## src/rtl/mem_map_io_ctrl_if.sv

```systemverilog
// Processor data-port bus between the CPU and mem_map_io_ctrl.
// The master drives address/strobes/write data; the slave returns read data and the I/O valid strobe.
interface mem_map_io_ctrl_if #(
  parameter int ADDR_W = 32,
  parameter int DATA_W = 16
);
  logic [ADDR_W-1:0] addr;
  logic [DATA_W-1:0] proc_wr_data;
  logic              proc_rd;
  logic              proc_wr;
  logic [DATA_W-1:0] proc_rd_data;
  logic              io_rd_valid;

  modport master (
    output addr, proc_wr_data, proc_rd, proc_wr,
    input  proc_rd_data, io_rd_valid
  );

  modport slave (
    input  addr, proc_wr_data, proc_rd, proc_wr,
    output proc_rd_data, io_rd_valid
  );
endinterface

```

## src/rtl/mem_map_io_ctrl.sv

```systemverilog
// Memory-mapped I/O controller: memory pass-through, UART FIFO access, switches, LEDs, status.
// Optional compare/interrupt timer is built when MEM_MAP_IO_TIMER_EN is defined.
module mem_map_io_ctrl #(
  parameter int ADDR_W     = 32,
  parameter int DATA_W     = 16,
  parameter int IO_BIT     = 23,
  parameter int LED_W      = 8,
  parameter int SW_W       = 3,
  parameter int CNT_W      = 11,
  parameter int FIFO_DEPTH = 1024,
  parameter int TIMER_W    = 16,
  parameter int PRESCALE   = 50
) (
  input  logic               clk,
  input  logic               rst_n,
  mem_map_io_ctrl_if.slave   bus,
  input  logic [DATA_W-1:0]  i_mem_rd_data,
  input  logic [7:0]         i_uart_rd_data,
  input  logic [CNT_W-1:0]   i_uart_tx_count,
  input  logic [CNT_W-1:0]   i_uart_rx_count,
  input  logic [SW_W-1:0]    i_switches,
  output logic               o_mem_rd,
  output logic               o_mem_wr,
  output logic               o_uart_rd,
  output logic               o_uart_wr,
  output logic [7:0]         o_uart_wr_data,
  output logic [LED_W-1:0]   o_leds,
  output logic               o_irq
);

  localparam logic [CNT_W:0] DEPTH = (CNT_W+1)'(FIFO_DEPTH);

  logic              w_io;
  logic [IO_BIT-1:0] w_offset;
  logic              w_io_wr;
  logic              w_io_rd;
  logic              w_rx_nonempty;
  logic              w_tx_full;
  logic [7:0]        w_wr_sel;
  logic [DATA_W-1:0] w_rd_mux;
  logic [1:0]        w_status_hi;
  logic [DATA_W-1:0] w_count_rd;
  logic [DATA_W-1:0] w_compare_rd;
  logic              w_unused;

  logic [LED_W-1:0]  r_leds;
  logic [DATA_W-1:0] r_rd_data;
  logic              r_rd_valid;
  logic [SW_W-1:0]   r_sw_meta;
  logic [SW_W-1:0]   r_sw_sync;

  assign w_io          = bus.addr[IO_BIT];
  assign w_offset      = bus.addr[IO_BIT-1:0];
  // A simultaneous read+write is treated as a write only
  assign w_io_wr       = w_io & bus.proc_wr;
  assign w_io_rd       = w_io & bus.proc_rd & ~bus.proc_wr;
  assign w_rx_nonempty = (i_uart_rx_count != '0);
  assign w_tx_full     = ({1'b0, i_uart_tx_count} >= DEPTH);

  assign o_mem_rd       = ~w_io & bus.proc_rd;
  assign o_mem_wr       = ~w_io & bus.proc_wr;
  assign o_uart_wr      = w_io_wr & (w_offset == '0) & ~w_tx_full;
  assign o_uart_rd      = w_io_rd & (w_offset == '0) & w_rx_nonempty;
  assign o_uart_wr_data = bus.proc_wr_data[7:0];
  assign o_leds         = r_leds;

  assign bus.proc_rd_data = r_rd_valid ? r_rd_data : i_mem_rd_data;
  assign bus.io_rd_valid  = r_rd_valid;

  assign w_unused = &{1'b0, bus.addr[ADDR_W-1:IO_BIT+1], bus.proc_wr_data};

  always_comb begin
    w_wr_sel = '0;
    for (int k = 0; k < 8; k++) begin
      w_wr_sel[k] = w_io_wr && (w_offset == IO_BIT'(k));
    end
  end

  always_comb begin
    w_rd_mux = '0;
    case (w_offset)
      IO_BIT'(0): w_rd_mux = w_rx_nonempty ? DATA_W'(i_uart_rd_data) : '0;
      IO_BIT'(1): w_rd_mux = DATA_W'(r_sw_sync);
      IO_BIT'(2): w_rd_mux = DATA_W'(i_uart_tx_count);
      IO_BIT'(3): w_rd_mux = DATA_W'(i_uart_rx_count);
      IO_BIT'(4): w_rd_mux = DATA_W'(r_leds);
      IO_BIT'(5): w_rd_mux = DATA_W'({w_status_hi, w_tx_full, w_rx_nonempty});
      IO_BIT'(6): w_rd_mux = w_count_rd;
      IO_BIT'(7): w_rd_mux = w_compare_rd;
      default:    w_rd_mux = '0;
    endcase
  end

  // Read data is captured at the access edge and presented for exactly one cycle
  always_ff @(posedge clk or negedge rst_n) begin
    if (!rst_n) begin
      r_rd_data  <= '0;
      r_rd_valid <= 1'b0;
      r_leds     <= '0;
      r_sw_meta  <= '0;
      r_sw_sync  <= '0;
    end else begin
      r_rd_valid <= w_io_rd;
      if (w_io_rd) r_rd_data <= w_rd_mux;
      if (w_wr_sel[4]) r_leds <= bus.proc_wr_data[LED_W-1:0];
      r_sw_meta <= i_switches;
      r_sw_sync <= r_sw_meta;
    end
  end

`ifdef MEM_MAP_IO_TIMER_EN
  localparam int PW = (PRESCALE > 1) ? $clog2(PRESCALE) : 1;

  logic [PW-1:0]      r_presc;
  logic [TIMER_W-1:0] r_count;
  logic [TIMER_W-1:0] r_compare;
  logic               r_pending;
  logic               r_irq_en;
  logic               w_tick;
  logic               w_match;

  assign w_tick       = (r_presc == PW'(PRESCALE-1));
  assign w_match      = w_tick & (r_count == r_compare);
  assign w_status_hi  = {r_irq_en, r_pending};
  assign w_count_rd   = DATA_W'(r_count);
  assign w_compare_rd = DATA_W'(r_compare);
  assign o_irq        = r_pending & r_irq_en;

  // Software load of the count beats a tick; a match beats a software clear of pending
  always_ff @(posedge clk or negedge rst_n) begin
    if (!rst_n) begin
      r_presc   <= '0;
      r_count   <= '0;
      r_compare <= '1;
      r_pending <= 1'b0;
      r_irq_en  <= 1'b0;
    end else begin
      r_presc <= w_tick ? '0 : r_presc + 1'b1;
      if (w_wr_sel[6])  r_count <= bus.proc_wr_data[TIMER_W-1:0];
      else if (w_match) r_count <= '0;
      else if (w_tick)  r_count <= r_count + 1'b1;
      if (w_wr_sel[7]) r_compare <= bus.proc_wr_data[TIMER_W-1:0];
      if (w_wr_sel[5]) r_irq_en <= bus.proc_wr_data[3];
      if (w_match) r_pending <= 1'b1;
      else if (w_wr_sel[5] && bus.proc_wr_data[2]) r_pending <= 1'b0;
    end
  end
`else
  assign w_status_hi  = 2'b00;
  assign w_count_rd   = '0;
  assign w_compare_rd = '0;
  assign o_irq        = 1'b0;
`endif

endmodule

```

## src/flat_wrapper.sv

```systemverilog
// flat-port wrapper written by rule: the top's interface ports become plain ports
module mem_map_io_ctrl_flat 
#(
  parameter int ADDR_W     = 32,
  parameter int DATA_W     = 16,
  parameter int IO_BIT     = 23,
  parameter int LED_W      = 8,
  parameter int SW_W       = 3,
  parameter int CNT_W      = 11,
  parameter int FIFO_DEPTH = 1024,
  parameter int TIMER_W    = 16,
  parameter int PRESCALE   = 50
)
  (clk, rst_n, i_mem_rd_data, i_uart_rd_data, i_uart_tx_count, i_uart_rx_count, i_switches, o_mem_rd, o_mem_wr, o_uart_rd, o_uart_wr, o_uart_wr_data, o_leds, o_irq, bus_addr, bus_proc_wr_data, bus_proc_rd, bus_proc_wr, bus_proc_rd_data, bus_io_rd_valid);
  mem_map_io_ctrl_if #(.ADDR_W(ADDR_W), .DATA_W(DATA_W)) bus_i ();
  input  logic clk;
  input  logic rst_n;
  input  logic [DATA_W-1:0] i_mem_rd_data;
  input  logic [7:0] i_uart_rd_data;
  input  logic [CNT_W-1:0] i_uart_tx_count;
  input  logic [CNT_W-1:0] i_uart_rx_count;
  input  logic [SW_W-1:0] i_switches;
  output logic o_mem_rd;
  output logic o_mem_wr;
  output logic o_uart_rd;
  output logic o_uart_wr;
  output logic [7:0] o_uart_wr_data;
  output logic [LED_W-1:0] o_leds;
  output logic o_irq;
  input wire logic [$bits(bus_i.addr)-1:0] bus_addr;
  input wire logic [$bits(bus_i.proc_wr_data)-1:0] bus_proc_wr_data;
  input wire logic [$bits(bus_i.proc_rd)-1:0] bus_proc_rd;
  input wire logic [$bits(bus_i.proc_wr)-1:0] bus_proc_wr;
  output wire logic [$bits(bus_i.proc_rd_data)-1:0] bus_proc_rd_data;
  output wire logic [$bits(bus_i.io_rd_valid)-1:0] bus_io_rd_valid;
  assign bus_i.addr = bus_addr;
  assign bus_i.proc_wr_data = bus_proc_wr_data;
  assign bus_i.proc_rd = bus_proc_rd;
  assign bus_i.proc_wr = bus_proc_wr;
  assign bus_proc_rd_data = bus_i.proc_rd_data;
  assign bus_io_rd_valid = bus_i.io_rd_valid;
  mem_map_io_ctrl #(.ADDR_W(ADDR_W), .DATA_W(DATA_W), .IO_BIT(IO_BIT), .LED_W(LED_W), .SW_W(SW_W), .CNT_W(CNT_W), .FIFO_DEPTH(FIFO_DEPTH), .TIMER_W(TIMER_W), .PRESCALE(PRESCALE)) u_core (.clk(clk), .rst_n(rst_n), .bus(bus_i), .i_mem_rd_data(i_mem_rd_data), .i_uart_rd_data(i_uart_rd_data), .i_uart_tx_count(i_uart_tx_count), .i_uart_rx_count(i_uart_rx_count), .i_switches(i_switches), .o_mem_rd(o_mem_rd), .o_mem_wr(o_mem_wr), .o_uart_rd(o_uart_rd), .o_uart_wr(o_uart_wr), .o_uart_wr_data(o_uart_wr_data), .o_leds(o_leds), .o_irq(o_irq));
endmodule
```

## config.mk

```make
export PLATFORM = sky130hd
export DESIGN_NAME = mem_map_io_ctrl_flat
export DESIGN_NICKNAME = d
export VERILOG_FILES = /design/src/rtl/mem_map_io_ctrl_if.sv /design/src/rtl/mem_map_io_ctrl.sv /design/src/flat_wrapper.sv
export SDC_FILE = /design/constraint.sdc
export NUM_CORES = 1
export LEC_CHECK = 0
export BUFFER_PORTS_ARGS = -buffer_cell sky130_fd_sc_hd__buf_4
export CAP_MARGIN = 0
export CELL_PAD_IN_SITES_DETAIL_PLACEMENT = 0
export CELL_PAD_IN_SITES_GLOBAL_PLACEMENT = 2
export CORE_ASPECT_RATIO = 1.1
export CORE_MARGIN = 3
export CORE_UTILIZATION = 20
export CTS_CLUSTER_DIAMETER = 40
export DETAILED_ROUTE_END_ITERATION = 8
export PLACE_DENSITY = 0.92
export SLEW_MARGIN = 25
export SYNTH_ARGS = -nofsm -noshare
export SYNTH_HDL_FRONTEND = slang
export SYNTH_SLANG_ARGS = --single-unit
```

## constraint.sdc

```tcl
create_clock -name clk -period 1.6 [get_ports clk]
set_input_delay 0.32 -clock clk [delete_from_list [all_inputs] [get_ports clk]]
set_output_delay 0.32 -clock clk [all_outputs]
set_load 0.02 [all_outputs]
```

**Word level (Yosys, flattened, before mapping)**

Cells that the tools add are included.

- Word-level logic and storage cells: 29
- Output and inout bits: 38
- Bits of input ports: 101
- Memory bits (read-only): 0
- Latch bits: 0
- Memory bits (writable): 0
- Register bits: 31
- Memories kept: 0

- Eq/ne operators: 5
- Multiplexer cells: 3
- Shifts and indexed selects: 0
- Reductions and logical operators: 3
- Bitwise operators: 12
- Order comparisons: 1
- Add/subtract/negate cells: 0
- Divide/modulo/power cells: 0
- Multipliers: 0

Operator list:

| operator | count |
|---|---|
| $pmux 16 s6 | 1 |
| $eq 23x2->1 const B | 2 |
| $eq 23x3->1 const B | 2 |
| $eq 23x1->1 const B | 1 |
| $logic_not 23->1 | 1 |
| $mux 16 | 1 |
| $ge 11x11->1 const B | 1 |
| $reduce_bool 11->1 | 1 |
| $and 1x1->1 | 9 |
| $mux 8 | 1 |
| $not 1->1 | 3 |
| $logic_and 1x1->1 | 1 |

**Depth between registers and ports, before layout**

- Depth in word-level cells: 4
- Gate-level depth with buffers: 7
- Gate-level depth less buffers: 5

**Worst setup path before layout**

Ideal clock, no wire load.

- Path type: flip-flop to output port
- Start: register u_core.r_rd_valid (netlist: u_core.bus.io_rd_valid)
- End: output bus_proc_rd_data[0]
- Arrival: 1.460 ns
- Path buffers: 2
- Data required time: 1.280 ns
- Path slack: -0.180 ns
- Stages on the path, launching flop included: 4
- Cells stage by stage: dfrtp_1 -> clkbuf_1 -> buf_1 -> mux2_2

- Longest elaborated chain between the ends: 1

Ends and longest elaborated chain:

| item | RTL line | text |
|---|---|---|
| from (decl) | mem_map_io_ctrl.sv:48 | `logic r_rd_valid;` |
| from (signal assigned) | mem_map_io_ctrl.sv:103 | `r_rd_valid <= w_io_rd;` |
| $mux 16 | mem_map_io_ctrl.sv:67 | `assign bus.proc_rd_data = r_rd_valid ? r_rd_data : i_mem_rd_data;` |
| to (decl) | flat_wrapper.sv:34 | `output wire logic [$bits(bus_i.proc_rd_data)-1:0] bus_proc_rd_data;` |

No other way between the ends.

**Worst setup path after layout**

- Start: input bus_addr[3]
- End: output o_uart_rd

- Longest elaborated chain between the ends: 3

Ends and longest elaborated chain:

| item | RTL line | text |
|---|---|---|
| from (decl) | flat_wrapper.sv:30 | `input wire logic [$bits(bus_i.addr)-1:0] bus_addr;` |
| $logic_not 23->1 | mem_map_io_ctrl.sv:63 | `assign o_uart_rd = w_io_rd & (w_offset == '0) & w_rx_nonempty;` |
| $and 1x1->1 (2 in a row) | mem_map_io_ctrl.sv:63 |  |
| to (decl) | flat_wrapper.sv:25 | `output logic o_uart_rd;` |

No other way between the ends.

==> results.txt <==
----------------------------------------------------
[CTS]
  CTS root buffer ... sky130_fd_sc_hd__clkbuf_8
  Largest buffer count on any clock path ... 2
  CTS sink count ... 26
  Clk_lat worst skew ... about 0.27 ns
  H-tree depth ... 1
  TritonCTS clock tree ... done
  Num CTS Buffers ... 3
  CTS clock-pin slew for the worst setup and hold paths ... around 0.10 ns

[Timing]
  Count of final hold-check violations ... 0
  Max Clock Skew ... 0.00187 ns
  Number of pins with negative max-slew slack in the final report ... 0
  Setup ws final ... -0.0666 ns
  Clock period minus worst slack ... ~1.7 ns
  RSZ-0062 raised after global routing ... true
  Final period util ... 104%
  Count of final setup violators ... 7
  Achievable Freq ... 0.600 GHz

[Global routing]
  Total routing usage reported by global routing ... roughly 12%
  GR Layer Usage met1 ... between 10% and 20%
  GRT Max-Usage Layer ... met2
  Vias in the first global route ... around 1,800
  Met3 routing resource usage after global routing ... 3.12%
  Global-route wire length before repair ... just under 9000 um
  Antenna violations before repair ... 0
  Met2 usage in global routing ... between 20% and 30%
  Maximum number of pins on one net before global-route repair ... 27
  GR Overflow Total ... 0

[Worst hold path]
  Class of the worst hold path ... in2reg
  Number of instances on the worst hold path ... 1
  Min-Delay Startpoint ... i_switches[0]

[Logic synthesis]
  Netlist cell types ... 38
  Syn_nets ... between 200 and 300
  Area share of the leading cell type in the synthesized netlist ... 39.0%
  Mapped Cells ... between 150 and 200
  Ranking of synthesized cells by area ... sky130_fd_sc_hd__dfrtp_1, sky130_fd_sc_hd__mux2_2, sky130_fd_sc_hd__mux2i_1
  Post-Syn Area per Cell ... about 9.5 sq um
  Most common library cells after synthesis ... sky130_fd_sc_hd__dfrtp_1, sky130_fd_sc_hd__nand2_1, sky130_fd_sc_hd__mux2_2, sky130_fd_sc_hd__mux2i_1
  Dominant synthesized flop cell ... sky130_fd_sc_hd__dfrtp_1
  Syn. warnings ... 0
  Area of the mapped netlist ... 1670 sq um
  Most common cell in the netlist ... sky130_fd_sc_hd__dfrtp_1
  Top cell type by total area after synthesis ... sky130_fd_sc_hd__dfrtp_1
  Sequential share of the synthesized area ... between 30% and 40%
  Fraction of registers with async set or reset after synthesis ... 100%
  Number of enable flip-flop cells after synthesis ... 0
  Synthesized flop and latch total ... 26

[Die]
  Number of top-level design ports ... 139
  DIE AREA ... approximately 9500 sq um
  Initial Utilization ... about a fifth
  Die W ... between 90 and 100 um
  Floorplan Core Area ... between 7000 and 8000 sq um
  Height of the chip ... about 100 um
  Num rows ... 34

[Routing]
  Number of vias in the routed layout ... around 1,800
  Mean number of vias per cell ... between 4 and 5
  DRC violations left ... 0
  Drt initial violations ... between 60 and 70
  Total wirelength of the detailed-routed design ... about 6000 um
  DRT antenna net count ... 0
  First drt pass iteration count ... 4
  Routed wire length per instance ... ~14 um

[Worst setup path]
  Crit path max fanout ... 3
  Flop2flop setup slack ... around 0.43 ns
  Category of the most critical setup path ... in2out
  CP Data Arrival Time ... 1.35 ns
  Number of gates on the worst path with buffers counted ... 7
  Launching element type of the critical path ... input pin
  CP bufs+invs ... 2
  Worst r2r src ... u_core.r_sw_sync[1]
  Critical Path Sink ... o_uart_rd
  Slowest cell on the critical path ... sky130_fd_sc_hd__nor4_4
  Launch point of the critical path ... bus_addr[3]
  Maximum cell stage delay along the critical path ... slightly above 0.3 ns
  Critical Path, Cell by Cell ... buf_6 -> nor4_4 -> nand3_2 -> nor2_4 -> nand3_2 -> nor2_4 -> buf_6
  Largest delay contributor family on the critical path ... simple AND/OR/NAND/NOR gates
  Length in cells of the worst reg-to-reg path ... 5
  Capturing point of the worst reg2reg path ... u_core.r_rd_data[1]
  CP endpoint kind ... output pin
  Required time reported for the critical path endpoint ... between 1 and 1.5 ns

[Finish]
  Area growth, synth to finish ... 88.6%
  Fraction of final layout cells sized beyond drive strength 1 ... around three fifths
  Count of nets after finishing ... 416
  Core Util, Final ... approximately two fifths
  Number of antenna cells inserted ... 0

[Power]
  Worst supply voltage drop on vdd ... 0.000256 V
  Leakage power of the design ... between 1.5 and 2 nW
  Power density normalized to cell area ... ~550 nW/um^2

[Place]
  Pre-CTS worst setup slack ... -0.238 ns
  Port Buffers ... 121
  Post-detail-place hpwl ... between 4000 and 5000 um
  RePlAce Congestion ... between 0.8 and 0.9

[Job]
  Number of maximum-capacitance constraint violations ... 0

[Status]
  Violated checks ... setup timing
  Run status ... finished, violations left

----------------------------------------------------
cell type report:
type                            count  area [sq um]
Clock inverter                      1          30.0
Timing Repair Buffer              153          1250
Multi-Input combinational cell    125          1010
Tap cell                          108           135
Sequential cell                    26           651
Fill cell                         812          4850
Inverter                            6          22.5
Clock buffer                        3          41.3
how the worst min path moves through the flow:
stage / to
after floorplan: u_core.bus.io_rd_valid
after global placement: u_core.r_rd_data[4]
after detailed placement: u_core.r_rd_data[4]
after CTS: u_core.r_sw_meta[0]
after global routing: u_core.r_sw_meta[2]
final: u_core.r_sw_meta[0]
per-layer routing:
| metal | wire [um] | vias up |
|---|---|---|
| met1 | 2280 | 827 |
| li1 | - | 902 |
| met5 | 0 | - |
| met4 | 79 | 0 |
| met2 | 3040 | 62 |
| met3 | 479 | 6 |
flip-flops by register name (all words and copies together) (netlist names):
signal	cells
u_core.r_rd_data	11
u_core.o_leds	8
u_core.r_sw_meta	3
u_core.r_sw_sync	3
u_core.bus.io_rd_valid	1
report_power, final:
part	internal, W	switching, W	leakage, nW
Sequential	0.000673	0.00000722	0.319
Combinational	0.000286	0.000204	1.21
Clock	0.000335	0.000223	0.0357
cell families (layout without fill, tap and decap cells):
family | Yosys count | count (layout) | share of synthesized area (%)
compound gates | 34 | 34 | 12.2
buf+inv | 24 | 163 | 7.81
flops | 26 | 26 | 39.0
mux | 27 | 27 | 17.3
other cells | 1 | 1 | 0.225
simple gates | 63 | 63 | 23.4
layout by cell type, fill, tap and decap left out, types with 8 or more instances in the layout:
cell type,synthesis,routed
sky130_fd_sc_hd__buf_4,10,129
sky130_fd_sc_hd__buf_6,0,21
sky130_fd_sc_hd__dfrtp_1,26,26
sky130_fd_sc_hd__mux2_4,0,10
sky130_fd_sc_hd__mux2i_1,12,12
sky130_fd_sc_hd__nand2_1,19,19
sky130_fd_sc_hd__nor2b_1,8,8
sky130_fd_sc_hd__o21ai_1,10,10
metrics by stage:
stage	cell area [sq um]	power [W]	TNS (ns)	instances	hold WS, ns
global route	3140	0.00180	-1.71	422	0.135
floorplan	1710	0.000874	-0.00532	175	0.0244
CTS	2970	0.00170	-0.324	416	0.146
global placement	2810	0.00113	-3.00	406	0.250
detailed placement	2810	0.00114	-3.43	406	0.251
finish	3140	0.00173	-0.265	422	0.147
timing repair:
item / in CTS / in global routing
setup endpoints to repair: 13 / 31
setup buffers: 5 / 5
pin swaps: 7 / 6
gates resized for setup: 9 / 31
cloned: 0 / 1
hold buffers: 1 / 0
hold endpoints to repair: 26 / 0
Note: power is estimated with default switching activity, not from simulation.
